--- src/rtl/inst_decode_pipe_if.sv ---
// Handshake bundle for inst_decode_pipe: raw instruction words in, decoded words out.
interface inst_decode_pipe_if #(
    parameter int OPW     = 2,
    parameter int ARGW    = 6,
    parameter int NUM_OPS = 4
);
    logic                 in_valid;
    logic                 in_ready;
    logic [OPW+ARGW-1:0]  in_inst;
    logic                 out_valid;
    logic                 out_ready;
    logic [NUM_OPS-1:0]   out_onehot;
    logic [ARGW-1:0]      out_arg;
    logic                 out_illegal;

    modport master (
        output in_valid, in_inst, out_ready,
        input  in_ready, out_valid, out_onehot, out_arg, out_illegal
    );

    modport slave (
        input  in_valid, in_inst, out_ready,
        output in_ready, out_valid, out_onehot, out_arg, out_illegal
    );
endinterface

--- src/rtl/inst_decode_pipe.sv ---
// Pipelined one-hot instruction decoder with a 2-entry skid buffer.
// Optional per-opcode retire counters are built when INST_DECODE_CNT_EN is defined.
module inst_decode_pipe #(
    parameter int OPW     = 2,
    parameter int ARGW    = 6,
    parameter int NUM_OPS = 4,
    parameter int CNTW    = 16
) (
    input  logic                clk,
    input  logic                rst_n,
    inst_decode_pipe_if.slave   bus,
    input  logic                clr_cnt,
    input  logic [OPW-1:0]      cnt_sel,
    output logic [CNTW-1:0]     cnt_value
);

    typedef struct packed {
        logic [NUM_OPS-1:0] onehot;
        logic [ARGW-1:0]    arg;
        logic               illegal;
    } entry_t;

    logic [OPW-1:0] dec_op;
    entry_t         dec;
    entry_t         m_q, m_d, s_q, s_d;
    logic           m_valid_q, m_valid_d;
    logic           s_valid_q, s_valid_d;
    logic           in_ready_q, in_ready_d;
    logic           acc, drn;

    assign dec_op = bus.in_inst[OPW-1:0];

    always_comb begin
        dec.onehot = '0;
        for (int k = 0; k < NUM_OPS; k++) begin
            dec.onehot[k] = (32'(dec_op) == k);
        end
        dec.arg     = bus.in_inst[OPW+ARGW-1:OPW];
        dec.illegal = (32'(dec_op) >= NUM_OPS);
    end

    assign acc = bus.in_valid && in_ready_q;
    assign drn = m_valid_q && bus.out_ready;

    // m_valid/s_valid encode EMPTY (0,0), ONE (1,0), FULL (1,1)
    always_comb begin
        m_d       = m_q;
        s_d       = s_q;
        m_valid_d = m_valid_q;
        s_valid_d = s_valid_q;
        if (!m_valid_q) begin
            if (acc) begin
                m_d       = dec;
                m_valid_d = 1'b1;
            end
        end else if (!s_valid_q) begin
            if (acc && drn) begin
                m_d = dec;
            end else if (acc) begin
                s_d       = dec;
                s_valid_d = 1'b1;
            end else if (drn) begin
                m_valid_d = 1'b0;
            end
        end else if (drn) begin
            m_d       = s_q;
            s_valid_d = 1'b0;
        end
        in_ready_d = !s_valid_d;
    end

    always_ff @(posedge clk) begin
        if (!rst_n) begin
            m_q        <= '0;
            s_q        <= '0;
            m_valid_q  <= 1'b0;
            s_valid_q  <= 1'b0;
            in_ready_q <= 1'b1;
        end else begin
            m_q        <= m_d;
            s_q        <= s_d;
            m_valid_q  <= m_valid_d;
            s_valid_q  <= s_valid_d;
            in_ready_q <= in_ready_d;
        end
    end

    assign bus.in_ready    = in_ready_q;
    assign bus.out_valid   = m_valid_q;
    assign bus.out_onehot  = m_q.onehot;
    assign bus.out_arg     = m_q.arg;
    assign bus.out_illegal = m_q.illegal;

`ifdef INST_DECODE_CNT_EN
    // Index NUM_OPS is the illegal-opcode counter
    logic [CNTW-1:0] cnt_q [NUM_OPS+1];
    logic [CNTW-1:0] cnt_d [NUM_OPS+1];

    always_comb begin
        for (int k = 0; k < NUM_OPS; k++) begin
            cnt_d[k] = cnt_q[k];
            if (clr_cnt) begin
                cnt_d[k] = '0;
            end else if (drn && m_q.onehot[k] && (cnt_q[k] != '1)) begin
                cnt_d[k] = cnt_q[k] + CNTW'(1);
            end
        end
        cnt_d[NUM_OPS] = cnt_q[NUM_OPS];
        if (clr_cnt) begin
            cnt_d[NUM_OPS] = '0;
        end else if (drn && m_q.illegal && (cnt_q[NUM_OPS] != '1)) begin
            cnt_d[NUM_OPS] = cnt_q[NUM_OPS] + CNTW'(1);
        end
    end

    always_ff @(posedge clk) begin
        for (int k = 0; k <= NUM_OPS; k++) begin
            if (!rst_n) begin
                cnt_q[k] <= '0;
            end else begin
                cnt_q[k] <= cnt_d[k];
            end
        end
    end

    always_comb begin
        cnt_value = cnt_q[NUM_OPS];
        for (int k = 0; k < NUM_OPS; k++) begin
            if (32'(cnt_sel) == k) begin
                cnt_value = cnt_q[k];
            end
        end
    end
`else
    logic unused_cnt_in;

    assign unused_cnt_in = ^{clr_cnt, cnt_sel};
    assign cnt_value     = '0;
`endif

endmodule

--- src/flat_wrapper.sv ---
// flat-port wrapper written by rule: the top's interface ports become plain ports
module inst_decode_pipe_flat 
#(
    parameter int OPW     = 2,
    parameter int ARGW    = 6,
    parameter int NUM_OPS = 4,
    parameter int CNTW    = 16
)
  (clk, rst_n, clr_cnt, cnt_sel, cnt_value, bus_in_valid, bus_in_inst, bus_out_ready, bus_in_ready, bus_out_valid, bus_out_onehot, bus_out_arg, bus_out_illegal);
  inst_decode_pipe_if #(.OPW(OPW), .ARGW(ARGW), .NUM_OPS(NUM_OPS)) bus_i ();
  input  logic clk;
  input  logic rst_n;
  input  logic clr_cnt;
  input  logic [OPW-1:0] cnt_sel;
  output logic [CNTW-1:0] cnt_value;
  input wire logic [$bits(bus_i.in_valid)-1:0] bus_in_valid;
  input wire logic [$bits(bus_i.in_inst)-1:0] bus_in_inst;
  input wire logic [$bits(bus_i.out_ready)-1:0] bus_out_ready;
  output wire logic [$bits(bus_i.in_ready)-1:0] bus_in_ready;
  output wire logic [$bits(bus_i.out_valid)-1:0] bus_out_valid;
  output wire logic [$bits(bus_i.out_onehot)-1:0] bus_out_onehot;
  output wire logic [$bits(bus_i.out_arg)-1:0] bus_out_arg;
  output wire logic [$bits(bus_i.out_illegal)-1:0] bus_out_illegal;
  assign bus_i.in_valid = bus_in_valid;
  assign bus_i.in_inst = bus_in_inst;
  assign bus_i.out_ready = bus_out_ready;
  assign bus_in_ready = bus_i.in_ready;
  assign bus_out_valid = bus_i.out_valid;
  assign bus_out_onehot = bus_i.out_onehot;
  assign bus_out_arg = bus_i.out_arg;
  assign bus_out_illegal = bus_i.out_illegal;
  inst_decode_pipe #(.OPW(OPW), .ARGW(ARGW), .NUM_OPS(NUM_OPS), .CNTW(CNTW)) u_core (.clk(clk), .rst_n(rst_n), .bus(bus_i), .clr_cnt(clr_cnt), .cnt_sel(cnt_sel), .cnt_value(cnt_value));
endmodule
--- config.mk ---
export PLATFORM = sky130hd
export DESIGN_NAME = inst_decode_pipe_flat
export DESIGN_NICKNAME = d
export VERILOG_FILES = /design/src/rtl/inst_decode_pipe_if.sv /design/src/rtl/inst_decode_pipe.sv /design/src/flat_wrapper.sv
export SDC_FILE = /design/constraint.sdc
export NUM_CORES = 1
export LEC_CHECK = 0
export CELL_PAD_IN_SITES_DETAIL_PLACEMENT = 0
export CELL_PAD_IN_SITES_GLOBAL_PLACEMENT = 2
export CORE_MARGIN = 2
export CORE_UTILIZATION = 27
export CTS_CLUSTER_DIAMETER = 200
export DETAILED_ROUTE_END_ITERATION = 8
export HOLD_SLACK_MARGIN = 0.05
export PLACE_DENSITY = 0.86
export SLEW_MARGIN = 20
export SYNTH_ARGS = -nofsm -noshare
export SYNTH_HDL_FRONTEND = slang
export SYNTH_SLANG_ARGS = --single-unit
--- constraint.sdc ---
create_clock -name clk -period 1.8 [get_ports clk]
set_input_delay 0.18 -clock clk [delete_from_list [all_inputs] [get_ports clk]]
set_output_delay 0.18 -clock clk [all_outputs]
set_load 0.1 [all_outputs]
==> flow_metrics.py, run 1 <==
metrics = {
    "grt": {
        "grt_max_degree": 33,
        "grt_pass1_wl_mm": 3.59,
        "gr-total-overflow": 0,
        "grt_pass1_vias": 785,
        "track_usage": 0.0913,
        "grt_antenna_before_repair": 0,
    },
    "floorplanning": {
        "core_region_area_um2": 4320,
        "io_pins": 44,
        "start_util": 0.280,
        "dieWidth_um": 70.9,
        "die_height_um": 70.9,
        "rows": 24,
        "die-area_um2": 5030,
    },
    "sta": {
        "timing.hold.ws_ps": 461,
        "slew_headroom": 0.638,
        "setup_violations": 0,
        "fin_crit_ps": 1450,
        "drv_slew": 0,
        "rsz0062_at_grt": "false",
        "worst_pin_slew_ps": 542,
        "fmax_mhz": 688,
        "finalWorstSetupSlack_ps": 347,
        "fin_tns_setup_ps": 0,
        "skew_ps": 1.56,
        "fin_crit_sh": 0.807,
        "final_hold_viol_count": 0,
    },
    "placed_design": {
        "placed_cells": 196,
        "portBuffers": 23,
        "place_congestion": 0.723,
        "dp_slack_ps": 95.9,
        "hpwl_mm": 1.72,
    },
    "logic_synthesis": {
        "ys_ff_latch": 23,
        "synth_cells": 129,
        "yosysSeqAreaShare": 0.381,
        "yosysWarnings": 0,
        "post_synth.cell_area_avg_um2": 9.37,
        "synth_area_um2": 1210,
        "yosysUniqueCellTypes": 23,
    },
    "final_layout": {
        "final.fill_count": 454,
        "fin_cells": 200,
        "area_growth_syn_to_layout_pct": 16.8,
        "fin_nets": 164,
        "drive_above_1_share": 0.223,
        "insertedDiodeCount": 0,
    },
    "setup_path": {
        "path_class": "flop to flop",
        "cp_max_fo": 12,
        "critPathCaptureType": "flop",
        "critPathLaunchType": "flop",
        "worst_ep_arrival_time_ps": 1650,
        "cp.required_ps": 2000,
    },
    "clock_tree": {
        "clk_pin_slew_ps": 80,
        "cts_root_buf": "clkbuf_8",
        "clk_latency_ps": 270,
        "cts_num_sinks": 23,
        "cts_resized": 0,
        "cts_tree": "built",
        "htree_levels": 1,
        "cts_inserted_buffers": 3,
        "cts_max_path_buffers": 2,
        "cts_hold_buf": 0,
        "postCtsSetupBuffers": 0,
    },
    "routing": {
        "drc": 0,
        "vias_per_cell": 4.42,
        "met3_length_um": 111,
        "ant_nets": 0,
        "drt-met1-wl_mm": 1.01,
        "dr.pass1.iters": 4,
        "drt-total-wl_mm": 2.25,
        "wl_met2_mm": 1.08,
        "top_layer": "met4",
        "vias": 884,
        "drtIter0Drc": 20,
        "wire_per_inst_um": 11.3,
    },
    "worst_hold_path": {
        "hold_path.class": "flop to flop",
    },
    "pwr": {
        "fin_total_pwr_w": 0.00131,
        "p_per_area_nw_per_um2": 928,
        "p_leak_nw": 0.622,
        "irDropWorstVdd_uv": 237,
    },
    "outcome": {
        "status": "finished clean",
    },
    "job": {
        "drv_cap": 0,
    },
}
sequential cells by signal (all words and copies together) (netlist names):
name,flops
u_core.s_q,10
u_core.bus.out_arg,6
u_core.bus.out_onehot,4
u_core.bus.in_ready,1
u_core.bus.out_valid,1
u_core.s_valid_q,1
layout by cell type, fill, tap and decap left out, drive strengths merged:
master | netlist | final
dfxtp | 23 | 23
o21ai | 11 | 11
nor2 | 1 | 1
clkinv | 0 | 1
nor2b | 3 | 3
a31oi | 1 | 1
inv | 2 | 2
a22oi | 1 | 1
o211ai | 10 | 10
nand3 | 2 | 2
a21oi | 1 | 1
conb | 1 | 17
nand2 | 22 | 22
clkdlybuf4s50 | 0 | 11
or3 | 1 | 1
mux2i | 19 | 19
buf | 22 | 15
clkbuf | 5 | 3
a31o | 1 | 1
nor3b | 1 | 1
and3 | 2 | 2
metal layers:
metal | up-vias | track usage
met1 | 415 | 0.112
li1 | 442 | -
met2 | 23 | 0.145
met3 | 4 | 0.0242
met5 | - | 0
met4 | 0 | 0.0503
final cells by class:
class	count	area [um2]	share of cell area
multi-input combinational	93	608	0.431
tap	52	65.1	0.0461
timing repair buffer	26	223	0.158
sequential	23	462	0.327
clock inverter	1	5.00	0.00355
clock buffer	3	41.3	0.0293
inverter	2	7.51	0.00532
cells in the mapped netlist:
cell type / n / area (um2)
a21oi_1: 1 / 5.00
a22oi_2: 1 / 12.5
a31o_1: 1 / 8.76
a31oi_1: 1 / 6.26
and3_1: 2 / 12.5
buf_2: 1 / 5.00
buf_4: 18 / 135
buf_6: 3 / 33.8
clkbuf_1: 5 / 18.8
conb_1: 1 / 3.75
dfxtp_1: 23 / 460
inv_1: 2 / 7.51
mux2i_1: 19 / 190
nand2_1: 22 / 82.6
nand3_1: 2 / 10.0
nor2_1: 1 / 3.75
nor2b_1: 2 / 12.5
nor2b_4: 1 / 13.8
nor3b_2: 1 / 12.5
o211ai_1: 10 / 75.1
o21ai_1: 1 / 5.00
o21ai_2: 10 / 87.6
or3_1: 1 / 6.26
logic make-up (layout without fill, tap and decap cells):
| kind of cell | count (synthesis) | count (layout) | share of synthesized area |
|---|---|---|---|
| multiplexers | 19 | 19 | 0.157 |
| AO/OA/AOI/OAI | 25 | 25 | 0.166 |
| other | 1 | 17 | 0.00310 |
| buffers and inverters | 29 | 32 | 0.166 |
| flip-flops | 23 | 23 | 0.381 |
| AND/OR/NAND/NOR | 32 | 32 | 0.127 |
through the flow:
stage,util,area (um2)
final,0.326,1410
after CTS,0.326,1410
after global routing,0.326,1410
after floorplan,-,1270
after global placement,0.316,1370
after detailed placement,0.316,1370
critical path: stages, from the launching register on:
cell and delay (ps):
dfxtp_2 410, nor2b_4 310, nor3b_2 210, buf_4 240
mux2i_1 210
final timing paths:
check / slack (ps) / from / endpoint / cells past startpoint
max: 350 / u_core.bus.out_valid / u_core.s_q[1] / 4
min: 460 / u_core.s_q[2] / u_core.s_q[2] / 2
max reg2reg: 350 / u_core.bus.out_valid / u_core.s_q[1] / 4
min reg2reg: 460 / u_core.s_q[2] / u_core.s_q[2] / 2
where the power goes:
part	switching (W)	internal, W	total, W
sequential	0.0000175	0.000533	0.000550
combinational	0.000354	0.0000819	0.000436
clock	0.000168	0.000155	0.000323
No activity file was read; power rests on OpenSTA's default activity.
==> run 2, diff against run 1 <==
CORE_UTILIZATION = 25   (was 27)
PLACE_DENSITY = 0.8   (was 0.86)
clock period = 1.4 ns   (was 1.8 ns; I/O delays follow)
==> run 2 against run 1 <==
Against the previous run: global-route usage shrank 0.18 points; non-clock buffer count grew 4; critical path depth is the same; combinational power grew 42%; utilization grew 1.5 points; critical path type unchanged; largest cell class unchanged; largest power group unchanged.
==> flow_metrics.py, run 2 (synthesis results as in run 1) <==
metrics = {
    "outcome": {
        "status": "finished clean",
    },
    "final_layout": {
        "fin_nets": 168,
        "fin_util": 0.341,
        "area_growth_syn_to_layout_pct": 32.4,
        "largest_reg_flops": 10,
        "final_common_cell": "nand2_1",
        "insertedDiodeCount": 0,
        "final.fill_count": 463,
        "drive_above_1_share": 0.250,
        "layout_common_cells": "nand2_1 (22), dfxtp_1 (21), mux2i_1 (19), conb_1 (17), buf_12 (12)",
        "fin_cells": 206,
        "top_register": "u_core.s_q",
    },
    "clock_tree": {
        "cts_num_sinks": 23,
        "postCtsSetupBuffers": 0,
        "clk_pin_slew_ps": 80,
        "cts_inserted_buffers": 3,
        "cts_resized": 0,
        "cts_max_path_buffers": 2,
        "cts_root_buf": "clkbuf_8",
        "clk_latency_ps": 260,
        "cts_tree": "built",
        "htree_levels": 1,
        "cts_hold_buf": 0,
    },
    "placed_design": {
        "placed_cells": 202,
        "place_congestion": 0.761,
        "portBuffers": 23,
        "hpwl_mm": 1.77,
    },
    "sta": {
        "fin_tns_setup_ps": 0,
        "fin_crit_ps": 1290,
        "timing.hold.ws_ps": 458,
        "skew_ps": 3.01,
        "setup_violations": 0,
        "drv_slew": 0,
        "fin_crit_sh": 0.923,
        "fmax_mhz": 774,
        "rsz0062_at_grt": "false",
        "final_hold_viol_count": 0,
    },
    "pwr": {
        "p_leak_nw": 0.681,
        "p_per_area_nw_per_um2": 1090,
        "fin_total_pwr_w": 0.00174,
        "irDropWorstVdd_uv": 369,
    },
    "routing": {
        "drtIter0Drc": 49,
        "ant_nets": 0,
        "wire_per_inst_um": 10.6,
        "drt-total-wl_mm": 2.18,
        "vias": 882,
        "drc": 0,
        "dr.pass1.iters": 4,
        "vias_per_cell": 4.28,
    },
    "setup_path": {
        "path_class": "flop to flop",
        "worst_ep_arrival_time_ps": 1490,
        "cp.required_ps": 1600,
        "critical_path.max_stage_delay_ps": 430,
        "ff2ff_setup_slack_ps": 110,
        "critPathLaunchType": "flop",
        "crit_end": "u_core.bus.out_arg[1]",
        "crit_buf_inv": 1,
        "path_cells": "a22oi_2 -> or3_1 -> buf_4 -> o21ai_2",
        "ff2ff_path_depth": 4,
        "rr_startpoint": "u_core.s_valid_q",
        "crit_family": "flip-flops",
        "worst_r2r_endpoint": "u_core.bus.out_arg[1]",
        "crit_start": "u_core.s_valid_q",
        "cp_max_fo": 10,
        "critPathCaptureType": "flop",
        "cp_num_cells": 4,
        "cp_slowest_cell": "dfxtp_1",
    },
    "floorplanning": {
        "core_region_area_um2": 4690,
        "rows": 25,
        "die-area_um2": 5410,
        "io_pins": 44,
        "start_util": 0.258,
        "die_height_um": 73.5,
        "dieWidth_um": 73.5,
    },
    "grt": {
        "grt_max_degree": 33,
        "grt_pass1_vias": 867,
        "track_usage": 0.0895,
        "gr-total-overflow": 0,
        "grt_antenna_before_repair": 0,
        "grt_pass1_wl_mm": 3.80,
    },
    "worst_hold_path": {
        "hold_depth": 2,
        "hold_path.class": "flop to flop",
    },
    "job": {
        "drv_cap": 0,
    },
}
-- run 2: area by class of cell --
class,count,area [um2],share of cell area
timing repair buffer,30,403,0.252
clock buffer,3,41.3,0.0258
sequential,23,468,0.292
tap,54,67.6,0.0422
inverter,2,7.51,0.00469
clock inverter,1,5.00,0.00313
multi-input combinational,93,608,0.380
-- run 2: how the worst min path moves through the flow --
stage / startpoint / end / slack, ps
after CTS: bus_in_inst[2] / u_core.s_q[1] / 460
after global placement: u_core.s_q[9] / u_core.s_q[9] / 440
final: u_core.s_q[5] / u_core.s_q[5] / 460
after floorplan: bus_out_ready / u_core.bus.in_ready / 280
after detailed placement: u_core.s_q[6] / u_core.s_q[6] / 450
after global routing: u_core.s_q[6] / u_core.s_q[6] / 480
-- run 2: per-stage QoR --
step / setup slack (ps) / instance area [um2]
6_report: 107 / 1600
3_3_place_gp: -68.2 / 1550
3_5_place_dp: -101 / 1550
2_1_floorplan: -48.0 / 1280
5_1_grt: 8.13 / 1600
4_1_cts: 91.4 / 1600
-- run 2: routing by layer --
layer | track usage | wire length [um] | vias to the layer above
met5 | 0 | 0 | -
met4 | 0.0485 | 32 | 0
met3 | 0.00960 | 86 | 2
met2 | 0.161 | 1160 | 22
met1 | 0.103 | 905 | 406
li1 | - | - | 452
-- run 2: worst reg2reg max path, cell delays in order, from the launching register on --
cell and delay [ps]:
dfxtp_1 430, a22oi_2 120, or3_1 370, buf_4 190
o21ai_2 120
-- run 2: where the power goes --
| part | internal [W] | total (W) | switching (W) |
|---|---|---|---|
| logic | 0.000167 | 0.000621 | 0.000454 |
| registers | 0.000684 | 0.000717 | 0.0000335 |
| clock network | 0.000198 | 0.000402 | 0.000204 |
| total | 0.00105 | 0.00174 | 0.000692 |
==> run 3, diff against run 2 <==
CAP_MARGIN = 40   (was default)
==> results of run 3 <==
Final layout, timing and power as in run 2 (identical DEF).
